$ cat src/rtl/data_mem_ctrl_if.sv
// Load/store request bus between the processor datapath and the data memory.
// The master drives requests with address and store data.
// The slave returns load data with completion, busy and error status.
interface data_mem_ctrl_if #(
  parameter int DATA_W = 8,
  parameter int ADDR_W = 8
);
  logic              Ldr;
  logic              Str;
  logic [ADDR_W-1:0] Addr;
  logic [DATA_W-1:0] WdatM;
  logic [DATA_W-1:0] Rdat;
  logic              RdatValid;
  logic              Done;
  logic              Busy;
  logic              Err;

  modport master (
    output Ldr, Str, Addr, WdatM,
    input  Rdat, RdatValid, Done, Busy, Err
  );

  modport slave (
    input  Ldr, Str, Addr, WdatM,
    output Rdat, RdatValid, Done, Busy, Err
  );
endinterface

$ cat src/rtl/data_mem_ctrl.sv
// Data-memory responder: services one load or store at a time against an internal array.
// Latency: request accepted in cycle N completes with a Done pulse in cycle N+LAT.
// Backpressure: Busy is high while a request is in flight; requests seen while Busy are dropped and flagged on Err.
module data_mem_ctrl #(
  parameter int DATA_W = 8,
  parameter int ADDR_W = 8,
  parameter int LAT    = 3
) (
  input  logic           Clk,
  input  logic           Reset,
  data_mem_ctrl_if.slave bus
);

  localparam int DEPTH = 2 ** ADDR_W;
  // Counter holds the number of Busy cycles still to run; 4 bits cover LAT up to 15.
  localparam logic [3:0] CNT_INIT = 4'(LAT - 1);

  typedef enum logic {
    S_IDLE,
    S_WAIT
  } state_t;

  state_t            state_q, state_d;
  logic [3:0]        cnt_q, cnt_d;
  logic              op_ld_q, op_ld_d;
  logic [ADDR_W-1:0] addr_q, addr_d;
  logic [DATA_W-1:0] wdat_q, wdat_d;
  logic [DATA_W-1:0] rdat_q, rdat_d;
  logic              rdat_vld_q, rdat_vld_d;
  logic              done_q, done_d;
  logic              err_q, err_d;

  // Array is deliberately left out of reset so stored data survives a controller reset.
  logic [DATA_W-1:0] mem_q [DEPTH];

  // Access strobe for the edge that actually touches the array.
  logic              acc;
  logic              acc_ld;
  logic [ADDR_W-1:0] acc_addr;
  logic [DATA_W-1:0] acc_wdat;
  logic              mem_we;

  logic req_one;
  logic req_both;
  logic req_any;

  assign req_one  = bus.Ldr ^ bus.Str;
  assign req_both = bus.Ldr & bus.Str;
  assign req_any  = bus.Ldr | bus.Str;

  // Next-state, counter, latch and registered-output computation for the request FSM.
  always_comb begin
    state_d    = state_q;
    cnt_d      = cnt_q;
    op_ld_d    = op_ld_q;
    addr_d     = addr_q;
    wdat_d     = wdat_q;
    rdat_d     = rdat_q;
    rdat_vld_d = 1'b0;
    done_d     = 1'b0;
    err_d      = 1'b0;
    acc        = 1'b0;
    acc_ld     = op_ld_q;
    acc_addr   = addr_q;
    acc_wdat   = wdat_q;
    mem_we     = 1'b0;

    unique case (state_q)
      S_IDLE: begin
        if (req_one) begin
          op_ld_d = bus.Ldr;
          addr_d  = bus.Addr;
          wdat_d  = bus.WdatM;
          cnt_d   = CNT_INIT;
          if (LAT == 1) begin
            // Single-cycle latency: access straight from the request inputs, no WAIT state.
            acc      = 1'b1;
            acc_ld   = bus.Ldr;
            acc_addr = bus.Addr;
            acc_wdat = bus.WdatM;
          end else begin
            state_d = S_WAIT;
          end
        end else if (req_both) begin
          err_d = 1'b1;
        end
      end

      S_WAIT: begin
        // Anything arriving while Busy is dropped; the transfer in flight continues.
        if (req_any) begin
          err_d = 1'b1;
        end
        if (cnt_q > 4'd1) begin
          cnt_d = cnt_q - 4'd1;
        end else begin
          // Last Busy cycle: access at this edge, Done appears next cycle.
          cnt_d   = 4'd0;
          acc     = 1'b1;
          state_d = S_IDLE;
        end
      end

      default: begin
        state_d = S_IDLE;
      end
    endcase

    if (acc) begin
      done_d = 1'b1;
      if (acc_ld) begin
        rdat_d     = mem_q[acc_addr];
        rdat_vld_d = 1'b1;
      end else begin
        mem_we = 1'b1;
      end
    end
  end

  // FSM state, counter, request latches and registered outputs; Reset aborts any transfer.
  always_ff @(posedge Clk) begin
    if (Reset) begin
      state_q    <= S_IDLE;
      cnt_q      <= 4'd0;
      op_ld_q    <= 1'b0;
      addr_q     <= '0;
      wdat_q     <= '0;
      rdat_q     <= '0;
      rdat_vld_q <= 1'b0;
      done_q     <= 1'b0;
      err_q      <= 1'b0;
    end else begin
      state_q    <= state_d;
      cnt_q      <= cnt_d;
      op_ld_q    <= op_ld_d;
      addr_q     <= addr_d;
      wdat_q     <= wdat_d;
      rdat_q     <= rdat_d;
      rdat_vld_q <= rdat_vld_d;
      done_q     <= done_d;
      err_q      <= err_d;
    end
  end

  // Store write port; a store still pending when Reset arrives is never written.
  always_ff @(posedge Clk) begin
    if (mem_we && !Reset) begin
      mem_q[acc_addr] <= acc_wdat;
    end
  end

  assign bus.Rdat      = rdat_q;
  assign bus.RdatValid = rdat_vld_q;
  assign bus.Done      = done_q;
  assign bus.Err       = err_q;
  assign bus.Busy      = (state_q == S_WAIT);

endmodule

$ cat src/flat_wrapper.sv
// flat-port wrapper written by rule: the top's interface ports become plain ports
module data_mem_ctrl_flat 
#(
  parameter int DATA_W = 8,
  parameter int ADDR_W = 8,
  parameter int LAT    = 3
)
  (Clk, Reset, bus_Ldr, bus_Str, bus_Addr, bus_WdatM, bus_Rdat, bus_RdatValid, bus_Done, bus_Busy, bus_Err);
  data_mem_ctrl_if #(.DATA_W(DATA_W), .ADDR_W(ADDR_W)) bus_i ();
  input  logic Clk;
  input  logic Reset;
  input wire logic [$bits(bus_i.Ldr)-1:0] bus_Ldr;
  input wire logic [$bits(bus_i.Str)-1:0] bus_Str;
  input wire logic [$bits(bus_i.Addr)-1:0] bus_Addr;
  input wire logic [$bits(bus_i.WdatM)-1:0] bus_WdatM;
  output wire logic [$bits(bus_i.Rdat)-1:0] bus_Rdat;
  output wire logic [$bits(bus_i.RdatValid)-1:0] bus_RdatValid;
  output wire logic [$bits(bus_i.Done)-1:0] bus_Done;
  output wire logic [$bits(bus_i.Busy)-1:0] bus_Busy;
  output wire logic [$bits(bus_i.Err)-1:0] bus_Err;
  assign bus_i.Ldr = bus_Ldr;
  assign bus_i.Str = bus_Str;
  assign bus_i.Addr = bus_Addr;
  assign bus_i.WdatM = bus_WdatM;
  assign bus_Rdat = bus_i.Rdat;
  assign bus_RdatValid = bus_i.RdatValid;
  assign bus_Done = bus_i.Done;
  assign bus_Busy = bus_i.Busy;
  assign bus_Err = bus_i.Err;
  data_mem_ctrl #(.DATA_W(DATA_W), .ADDR_W(ADDR_W), .LAT(LAT)) u_core (.Clk(Clk), .Reset(Reset), .bus(bus_i));
endmodule
$ cat config.mk
export PLATFORM = sky130hd
export DESIGN_NAME = data_mem_ctrl_flat
export DESIGN_NICKNAME = d
export VERILOG_FILES = /design/src/rtl/data_mem_ctrl_if.sv /design/src/rtl/data_mem_ctrl.sv /design/src/flat_wrapper.sv
export SDC_FILE = /design/constraint.sdc
export NUM_CORES = 2
export LEC_CHECK = 0
export CORE_MARGIN = 8
export CORE_UTILIZATION = 35
export DETAILED_ROUTE_END_ITERATION = 8
export GPL_TIMING_DRIVEN = 0
export SLEW_MARGIN = 15
export SYNTH_ARGS = -nofsm -noshare
export SYNTH_HDL_FRONTEND = slang
export SYNTH_SLANG_ARGS = --single-unit
$ cat constraint.sdc
create_clock -name Clk -period 7.3 [get_ports Clk]
set_clock_uncertainty 0.05 [all_clocks]
set_input_delay 1.095 -clock Clk [delete_from_list [all_inputs] [get_ports Clk]]
set_output_delay 1.095 -clock Clk [all_outputs]
set_load 0.01 [all_outputs]
==> flow_summary.ini <==
[logic_synthesis]
ys_warn_count = 0
syn_inst = 3917
synthArstFlopShare_pct = 0
seq_area_frac_synth_pct = 76.51
ys_types = 65
ys_ff_latch = 2081
syn_avg_cell_area_um2 = 20.74
synth_area_um2 = 81250
syn_nets = 3941
synth-edff-count = 2048
synthFlopType = edfxtp_1

[routing]
totalWireLength_um = 273400
avgViaCountPerCell = 5.916
dr_total_vias = 43940
antenna_left = 0
drc_errors = 0
drt_iter0_drc = 7351
routedWlPerCell_um = 36.81
drtPass1Iterations = 7

[grt]
grt_max_degree = 87
overflow = 0
track_usage_pct = 21.29
grt_pass1_wl_um = 364500
antenna_found_initial = 20
grt_pass1_vias = 42280

[placement]
dpl.cell_count = 7031
dp_hpwl_um = 184000
globalplace.congestion = 0.9660
port_buffers = 30
place_ws_ps = 1131

[outcome]
status = completed

[floorplanning]
rows = 177
dieArea_um2 = 247800
die_h_um = 497.8
core_area_um2 = 231700
ios = 32
start_util_pct = 35.07
die_w_um = 497.8

[power_and_ir_drop]
p_leak_nw = 29.47
power_density_nw_per_um2 = 280.2
vdd.ir_drop.worst_v = 0.0002804

[timing]
setup_slack_ps = 885.0
period_share_pct = 87.88
worst_slew_pin_slew_ps = 1396
clock.fmax_mhz = 155.9
max_slew_margin_pct = 6.055
fin_hold_ws_ps = 466.6
finalMaxSlewViolations = 0
rsz0062_at_grt = no
fin_crit_ps = 6415
fin_tns_setup_ps = 0
finalHoldViolations = 0
setup_viol = 0

[cells_and_area]
fin_cells = 7427
fillCellCount = 20430
final_layout_size_suffix_gt1_share_pct = 23.01
final_nets = 4222
area_growth_pct = 14.55

[setup_path]
cp_max_fo = 10
endpoint_kind = register
crit_path_start_kind = register
arrival_ps = 6830
worst-setup-path-type = register to register
cp.required_ps = 7710

[clocking]
clock_latency_ps = 860
hold_buffers = 0
clkSinkCount = 2081
clkTransAtPathRegs_ps = 60
cts_made_buffers = 208
htree_levels = 4
cts_tree = yes
cts.path.max_buffers = 3
root_buffer = clkbuf_16
post_cts_buffers = 0
cts-resized-gates = 0

[hold_path]
min_path_type = register to register

[flow_run]
maxCapViolations = 0
==> sequential cells by signal, summed over array words and instances (netlist names) <==
name and count:
u_core.mem_q 2048, u_core.bus.Done 1, u_core.acc_ld 1, u_core.bus.Rdat 8, u_core.bus.Err 1, u_core.acc_addr 8, u_core.bus.RdatValid 1, u_core.cnt_q 4
u_core.acc_wdat 8, u_core.bus.Busy 1
==> metrics by stage <==
stage	utilization, %	power (mW)	area (um^2)
6_report	40.18	26.07	93070
5_1_grt	40.17	26.54	93050
4_1_cts	40.16	26.06	93040
3_5_place_dp	37.33	15.82	86470
3_3_place_gp	36.85	15.87	85360
2_1_floorplan	-	14.76	81250
==> report_power, final <==
part / leakage [nW] / total (mW) / switching (mW) / internal (mW)
Combinational: 6.48 / 2.32 / 1.60 / 0.721
Clock: 3.21 / 10.4 / 4.56 / 5.87
Sequential: 19.8 / 13.3 / 0.0685 / 13.2
Total: 29.5 / 26.1 / 6.23 / 19.8
==> path summary, 6_finish.rpt <==
check                     start                    to  slack, ps  depth (start not counted)
max reg2reg  u_core.acc_addr[3]  u_core.mem_q[175][7]        890                          9
min reg2reg       u_core.acc_ld         u_core.acc_ld        470                          2
min               u_core.acc_ld         u_core.acc_ld        470                          2
max          u_core.acc_addr[3]  u_core.mem_q[175][7]        890                          9
==> cells in the mapped netlist (9+ instances only) <==
cell,n,area share (%)
nand2_1,193,0.89
nand2b_1,13,0.10
buf_4,30,0.28
a22oi_1,33,0.30
a211oi_1,12,0.11
a41oi_1,9,0.097
clkbuf_1,80,0.37
nand4_1,11,0.085
o21ai_0,21,0.13
and3_1,16,0.12
o211ai_1,21,0.19
nor2b_1,16,0.12
a21oi_1,43,0.26
mux4_2,479,13
buf_6,48,0.67
nor4_1,12,0.092
a221oi_1,9,0.097
buf_2,67,0.41
nand3_1,38,0.23
a32oi_1,21,0.23
edfxtp_1,2048,76
mux2i_1,177,2.2
nor3_1,16,0.099
nor2_1,306,1.4
dfxtp_1,33,0.81
buf_1,13,0.060
o22ai_1,38,0.29
==> area by class of cell <==
class	instances	area [um^2]	share of cell area [%]
diodes	7	17.52	0.01882
plain buffers	247	1640	1.763
clock buffers	280	5640	6.061
clock inverters	109	932.1	1.002
inverters	14	52.55	0.05647
multi-input cells	1575	17440	18.74
flip-flops and latches	2081	62190	66.82
well taps	3043	3807	4.091
repair buffers	71	1341	1.441
==> cells by family (layout without fill, tap and decap cells) <==
logic type | count (synthesis) | after routing | synth area share [%]
DFF | 2081 | 2081 | 76.51
and+or+nand+nor | 647 | 647 | 3.400
buffers and inverters | 261 | 721 | 2.034
AOI/OAI and AO/OA | 259 | 259 | 2.267
other | 0 | 7 | 0
adders and majority gates | 4 | 4 | 0.06160
muxes | 665 | 665 | 15.73
==> routing by layer <==
metal  GRT usage, %  vias to the layer above  part of all wire [%]  wire [um]
met4          12.71                        6                   7.1      19290
met3          5.681                      661                    12      32030
met5              0                        -                 0.015         40
li1               -                    16790                     -          -
met1          27.99                    23390                    37     101700
met2          31.78                     3092                    44     120300
==> cells in the final DEF, fill, tap and decap left out, drive strengths merged, types with 8 or more instances in the layout <==
cell	count
edfxtp	2048
mux4	487
clkbuf	362
nor2	306
buf	206
nand2	193
mux2i	177
clkinv	93
a21oi	43
nand3	38
o22ai	38
a22oi	33
dfxtp	33
clkdlybuf4s50	30
o21ai	24
o211ai	21
a32oi	21
nor2b	16
nor3	16
and3	16
inv	14
nand2b	13
bufinv	13
a211oi	12
nor4	12
nand4	11
a221oi	9
a41oi	9
or3	8
==> critical path, stage by stage (launching register included) <==
cell     delay [ps]
dfxtp_1         340
buf_2           410
buf_2           560
buf_2           490
buf_4           380
buf_2           550
buf_2           550
nand3_1         900
buf_2           750
nor2_1          930
(Power assumes the default switching activity.)
